### src/rtl/deadtime_gate_ctrl.sv
// deadtime_gate_ctrl: per-leg gate sequencer enforcing dead time, with latched shoot-through fault
module deadtime_gate_ctrl #(
    parameter int N_LEGS      = 3,
    parameter int DEAD_CYCLES = 50,
    parameter int CNT_WIDTH   = $clog2(DEAD_CYCLES + 1)
) (
    input  logic                  clk,
    input  logic                  reset,
    input  logic                  enable,
    input  logic                  clear_fault,
    input  logic [2*N_LEGS-1:0]   in_gates,
    output logic [2*N_LEGS-1:0]   out_gates,
    output logic                  fault,
    output logic [N_LEGS-1:0]     fault_leg,
    output logic [N_LEGS-1:0]     leg_dead
);
    localparam logic [1:0] DEAD = 2'd0;
    localparam logic [1:0] IDLE = 2'd1;
    localparam logic [1:0] HI   = 2'd2;
    localparam logic [1:0] LO   = 2'd3;
    localparam logic [CNT_WIDTH-1:0] LAST = CNT_WIDTH'(DEAD_CYCLES - 1);

    logic [1:0]           state   [N_LEGS];
    logic [1:0]           state_n [N_LEGS];
    logic [CNT_WIDTH-1:0] cnt     [N_LEGS];
    logic [CNT_WIDTH-1:0] cnt_n   [N_LEGS];
    logic [N_LEGS-1:0]    illegal;
    logic [N_LEGS-1:0]    fault_leg_n;
    logic [N_LEGS-1:0]    leg_dead_n;
    logic [2*N_LEGS-1:0]  gates_n;
    logic                 fault_n;
    logic                 force_dead;

    // a leg commanding both switches on is a shoot-through request
    always_comb begin
        illegal = '0;
        for (int k = 0; k < N_LEGS; k++)
            illegal[k] = &in_gates[2*k +: 2];
    end

    // fault latches on any illegal leg; clears only with quiet inputs and a clear request
    always_comb begin
        fault_n     = fault;
        fault_leg_n = fault_leg;
        if (|illegal) begin
            fault_n     = 1'b1;
            fault_leg_n = fault_leg | illegal;
        end else if (fault && clear_fault && in_gates == '0) begin
            fault_n     = 1'b0;
            fault_leg_n = '0;
        end
    end

    // per-leg sequencer; a fault, a new illegal command or enable low parks every leg in dead time
    always_comb begin
        force_dead = !enable || fault || (|illegal);
        gates_n    = '0;
        leg_dead_n = '0;
        for (int k = 0; k < N_LEGS; k++) begin
            state_n[k] = DEAD;
            cnt_n[k]   = '0;
            if (!force_dead) begin
                case (state[k])
                    DEAD: begin
                        state_n[k] = (cnt[k] != LAST) ? DEAD :
                                     (in_gates[2*k +: 2] == 2'b01) ? HI :
                                     (in_gates[2*k +: 2] == 2'b10) ? LO : IDLE;
                        cnt_n[k]   = (cnt[k] != LAST) ? cnt[k] + 1'b1 : '0;
                    end
                    IDLE: state_n[k] = (in_gates[2*k +: 2] == 2'b01) ? HI :
                                       (in_gates[2*k +: 2] == 2'b10) ? LO : IDLE;
                    HI:   state_n[k] = (in_gates[2*k +: 2] == 2'b01) ? HI : DEAD;
                    default: state_n[k] = (in_gates[2*k +: 2] == 2'b10) ? LO : DEAD;
                endcase
            end
            gates_n[2*k]     = state_n[k] == HI;
            gates_n[2*k + 1] = state_n[k] == LO;
            leg_dead_n[k]    = state_n[k] == DEAD;
        end
    end

    // state and decoded outputs are registered together so the gate drive never glitches
    always_ff @(posedge clk or negedge reset) begin
        if (!reset) begin
            for (int k = 0; k < N_LEGS; k++) begin
                state[k] <= DEAD;
                cnt[k]   <= '0;
            end
            out_gates <= '0;
            leg_dead  <= '1;
            fault     <= 1'b0;
            fault_leg <= '0;
        end else begin
            for (int k = 0; k < N_LEGS; k++) begin
                state[k] <= state_n[k];
                cnt[k]   <= cnt_n[k];
            end
            out_gates <= gates_n;
            leg_dead  <= leg_dead_n;
            fault     <= fault_n;
            fault_leg <= fault_leg_n;
        end
    end
endmodule

### config.mk
export PLATFORM = sky130hd
export DESIGN_NAME = deadtime_gate_ctrl
export DESIGN_NICKNAME = d
export VERILOG_FILES = /design/src/rtl/deadtime_gate_ctrl.sv
export SDC_FILE = /design/constraint.sdc
export NUM_CORES = 1
export LEC_CHECK = 0
export CORE_MARGIN = 2
export CORE_UTILIZATION = 56
export DETAILED_ROUTE_END_ITERATION = 10
export HOLD_SLACK_MARGIN = 0.06
export PLACE_DENSITY = 0.8
export SYNTH_ARGS = -nofsm -noshare
export SYNTH_HDL_FRONTEND = slang
export SYNTH_SLANG_ARGS = --single-unit
### constraint.sdc
create_clock -name clk -period 1.7 [get_ports clk]
set_input_delay 0.255 -clock clk [delete_from_list [all_inputs] [get_ports clk]]
set_output_delay 0.255 -clock clk [all_outputs]
set_load 0.05 [all_outputs]
* Word level (Yosys, flattened, before mapping)
Cells that the tools add are included.
** Storage, ports and cells
- Register bits :: 37
- Bits of input ports :: 10
- Output and inout port bits :: 13
- Word-level logic and storage cells :: 86
** Cells by class
- Add/subtract/negate cells :: 3
- Equality and inequality tests :: 21
- Mux-type cells :: 34
- Bitwise gates (word level) :: 1
- Reduce and logical (&&, ||, !) cells :: 17
** Operators by type and width (number)
- 6-bit two-way mux :: 9
- 2-bit two-way mux :: 18
- 2-bit == test, second input constant :: 12
- 6-bit by 1-bit adder with 6-bit output, second input constant :: 3
- 6-bit != test, second input constant :: 3
- 2-bit case mux with 3 select lines :: 3
- 2-bit by 1-bit == test with 1-bit output, second input constant :: 6
- 2-bit zero test :: 6
- 6-bit zero test :: 1
- 3-bit two-way mux :: 2
- 2-bit AND reduction :: 3
- 3-bit OR :: 1
- 3-bit OR reduction :: 1
- 1-bit logical AND :: 2
- 1-bit logical OR :: 2
- 1-bit two-way mux :: 2
- 2-bit nonzero test :: 1
- 1-bit zero test :: 1

* Depth between registers and ports, before layout
- Word-level depth :: 7
- Depth in mapped cells :: 5
- Mapped depth without buffers :: 5

* Worst setup path after synthesis
Ideal clock, no wire load.
- Path type :: reg-to-reg
- Start point :: reg cnt[1] (netlist name)
- End point :: reg out_gates[4]
- Library setup time :: 0.111 ns
- Data arrival time :: 1.452 ns
- Data required time :: 1.589 ns
- Setup slack :: 0.137 ns
- Cell stages (with the launch flop) :: 6
- Buffers on the path :: 0
- Period minus slack after synthesis :: 1.563 ns
- Cells stage by stage :: dfrtp_1 inv_1 ha_1 or3b_4 o21a_4 a2111oi_2
** Between the ends
- Word-level cells in the longest chain between the ends :: 5
** Ends and longest elaborated chain
- start, declared :: RTL line 25 : logic [CNT_WIDTH-1:0] cnt [N_LEGS];
- start signal, assigned by index :: RTL line 96 : cnt[k] <= cnt_n[k];
- 6-bit != test :: RTL line 65 : state_n[k] = (cnt[k] != LAST) ? DEAD :
- 2-bit two-way mux :: RTL line 65
- 2-bit case mux with 3 select lines :: RTL line 63 : case (state[k])
- 2-bit two-way mux :: RTL line 62 : if (!force_dead) begin
- 2-bit == test :: RTL line 76 : gates_n[2*k] = state_n[k] == HI;
- named net gates_n[4] :: RTL line 30 : logic [2*N_LEGS-1:0] gates_n;
- end signal, assigned :: RTL line 98 : out_gates <= gates_n;
- end, declared :: RTL line 12 : output logic [2*N_LEGS-1:0] out_gates,
The timed path passes the listed nets, and every way through them passes these cells.
A chain may end at the register's enable or synchronous reset.

* Worst setup path in the final report
- Start point :: in in_gates[0]
- End point :: reg out_gates[1]
** Between the ends
- Word-level cells in the longest chain between the ends :: 7
- Elaborated cells on any way between the ends :: 13
- Classes of those cells :: eq/ne: 3; mux: 7; reduce/logical: 3
** Ends and longest elaborated chain
- start, declared :: RTL line 11 : input logic [2*N_LEGS-1:0] in_gates,
- 2-bit == test :: RTL line 67, 71, 73
- 2-bit two-way mux :: RTL line 67, 71
- 2-bit two-way mux :: RTL line 66, 70
- 2-bit two-way mux :: RTL line 65
- 2-bit case mux with 3 select lines :: RTL line 63
- 2-bit two-way mux (*) :: RTL line 62
- 2-bit == test (*) :: RTL line 77 : gates_n[2*k + 1] = state_n[k] == LO;
- named net gates_n[1] :: RTL line 30
The timed path passes the listed nets; every way through them passes the cells marked *.

==> impl_metrics.toml <==
[setup_path]
startpoint_type = "input port"
required_ns = 1.98
cp-end-kind = "flop"
cp_max_fo = 3
critical_path_arrival_ns = 1.94
worstSetupPathType = "input port to flop"

[yosys]
yosysWarnings = 0
async_reset_ff_share_pct = 100
syn_area_um2 = 2040
ys_ff_latch = 37
yosys-top-cells-area = "dfrtp_1, ha_1, nor2_1"
synth_edf_count = 0
synth_nets = 227
syn_inst = 199
ys_seq_area_share_pct = 45.5
synth_ff_type = "dfrtp_1"
avgSynthCellArea_um2 = 10.3
synth_top_area_share_pct = 41.7
ys_types = 37
synth_area_leader_cell = "dfrtp_1"

[timing]
slew_headroom_pct = 69.2
finalSetupViolations = 0
min_period_ns = 1.66
worstMarginPinSlew_ns = 0.462
period_share_pct = 97.5
clock_skew_ns = 0.00867
timing_hold_violations_final = 0
rsz0062_at_grt = "yes"
slew_viol_final = 0
fmax_mhz = 603
worst_hold_slack_ns = 0.325

[placement]
post_dp_cell_area_um2 = 2460
hpwlAfterDp_mm = 3.13
gp_congestion = 0.854
io_buffers = 22

[routing]
vias = 1658
vias_per_cell = 5.60
routed_wl_mm = 4.30
drt_iter0_markers = 84
wl_per_cell_um = 14.5
drtAntennaViolNets = 0
drcViolationCount = 0
drtPass1Iterations = 4

[power_and_ir_drop]
powerDensity_nw_per_um2 = 596
netSwitchingPower_uw = 366
power.share.sequential_pct = 57.6
pwr-share-comb_pct = 11.2
vdd_ir_drop_max_v = 0.000475
power_leakage_nw = 1.07
cell_internal_pwr_mw = 1.17
clockPowerShare_pct = 31.2
total_power_mw = 1.53
p_sw_share_pct = 23.9

[global_route]
antenna_found_initial = 0
grt_max_degree = 38
grt-ovfl-total = 0
grtUsageTotal_pct = 22.5
grt_first_pass_wirelength_mm = 7.22
grt_pass1_vias = 1650

[floorplan]
core-area_um2 = 3420
die_w_um = 64.4
dieArea_um2 = 4150
start_util_pct = 59.8
ios = 23
num_rows = 21
die_h_um = 64.4

[clock_network]
cts_tree = "done"
insertion_delay_ns = 0.34
clockBufferDepth = 2
clock_sinks = 37
clk_pin_slew_worst_paths_ns = 0.10
cts-htree-levels = 2
cts-root-buf = "clkbuf_4"
cts_buffers = 5

[cells_and_area]
final_area_um2 = 2570
antenna_cells = 0
final_nets = 277
drive_gt1_share_pct = 25.2
syn2layout_area_growth_pct = 26.0
final_common_cell = "buf_4"
layout_common_cells = "buf_4, dfrtp_1, nor2_1"

[run]
drv_cap = 0

[outcome]
status = "finished, final reports clean"

[min_path]
hp-class = "input port to async pin"
-- cells in the mapped netlist (3+ instances only) --
library cell	count
xor2_1	6
ha_1	18
dfstp_2	3
clkbuf_1	3
or3_1	4
o21ai_0	8
o2111ai_1	4
a21oi_1	10
a2111oi_2	5
o21a_1	3
nand3_1	15
nand2_1	10
xnor2_1	3
nor2b_1	6
inv_1	11
a21o_1	3
dfrtp_1	34
nor2_1	25
-- area by class of cell --
cell class	instances	area [um2]
clock buffers	8	58.8
flip-flops and latches	37	930
inverters	11	41.3
repair buffers	47	388
fillers	234	843
multi-input cells	147	1100
well taps	46	57.6
-- flip-flops by register name (all words and copies together), names as in the netlist --
signal,count
cnt,18
leg_dead,3
out_gates,6
fault_leg,3
state,6
fault,1
-- metrics by stage --
| step | utilization (%) | setup slack [ns] | TNS (ns) | std cells |
|---|---|---|---|---|
| floorplan | - | 0.137 | 0 | 199 |
| global placement | 72.1 | -0.197 | -3.01 | 287 |
| detailed placement | 72.1 | -0.267 | -4.14 | 287 |
| CTS | 73.8 | 0.0312 | 0 | 295 |
| global route | 75.3 | -0.0341 | -0.0442 | 296 |
| finish | 75.3 | 0.0421 | 0 | 296 |
-- logic make-up (layout without fill, tap and decap cells) --
group / after synthesis / count (layout) / share of synthesized area (%)
multiplexers: 2 / 2 / 0.980
XOR/XNOR: 9 / 9 / 3.86
buffers and inverters: 15 / 66 / 2.82
AO/OA/AOI/OAI: 39 / 39 / 14.8
flip-flops: 37 / 37 / 45.5
adder cells (fa/ha/maj): 18 / 18 / 11.0
AND/OR/NAND/NOR: 79 / 79 / 21.0
-- power by group through the flow --
stage               clock [mW]  combinational, mW  sequential (mW)
floorplan                    0             0.0633            0.904
global placement             0              0.161            0.899
detailed placement           0              0.166            0.899
CTS                      0.494              0.167            0.882
global route             0.545              0.188            0.883
finish                   0.479              0.172            0.882
-- final timing paths --
kind / from / to / slack, ns / cells past startpoint
worst max-delay path: in_gates[0] / out_gates[1] / 0.04 / 6
worst min-delay path: reset / fault_leg[1] / 0.32 / 2
worst max register to register: cnt[13] / state[4] / 0.08 / 5
worst min register to register: cnt[6] / cnt[6] / 0.50 / 1
max in group asynchronous: reset / leg_dead[2] / 1.02 / 2
min in group clk: cnt[6] / cnt[6] / 0.50 / 1
-- metal layers --
| metal | up-vias | part of all wire (%) | GRT usage, % |
|---|---|---|---|
| li1 | 806 | - | - |
| met1 | 799 | 43 | 27.1 |
| met2 | 43 | 50 | 38.7 |
| met3 | 10 | 5.0 | 6.87 |
| met4 | 0 | 2.0 | 6.91 |
| met5 | - | 0 | 0 |
-- repair_timing --
action                                 CTS  global route
hold buffers                             0             0
resized for setup                        0             7
setup buffers                            0             1
setup endpoints to repair                0             6
endpoints found under the hold margin    0             0
-- worst max-delay path: stages --
cell and delay [ns]:
clkdlybuf4s50_1 0.50, inv_1 0.07, ha_1 0.31, or3b_2 0.50, a21oi_2 0.15, o21a_1 0.15
(Power assumes the default switching activity.)
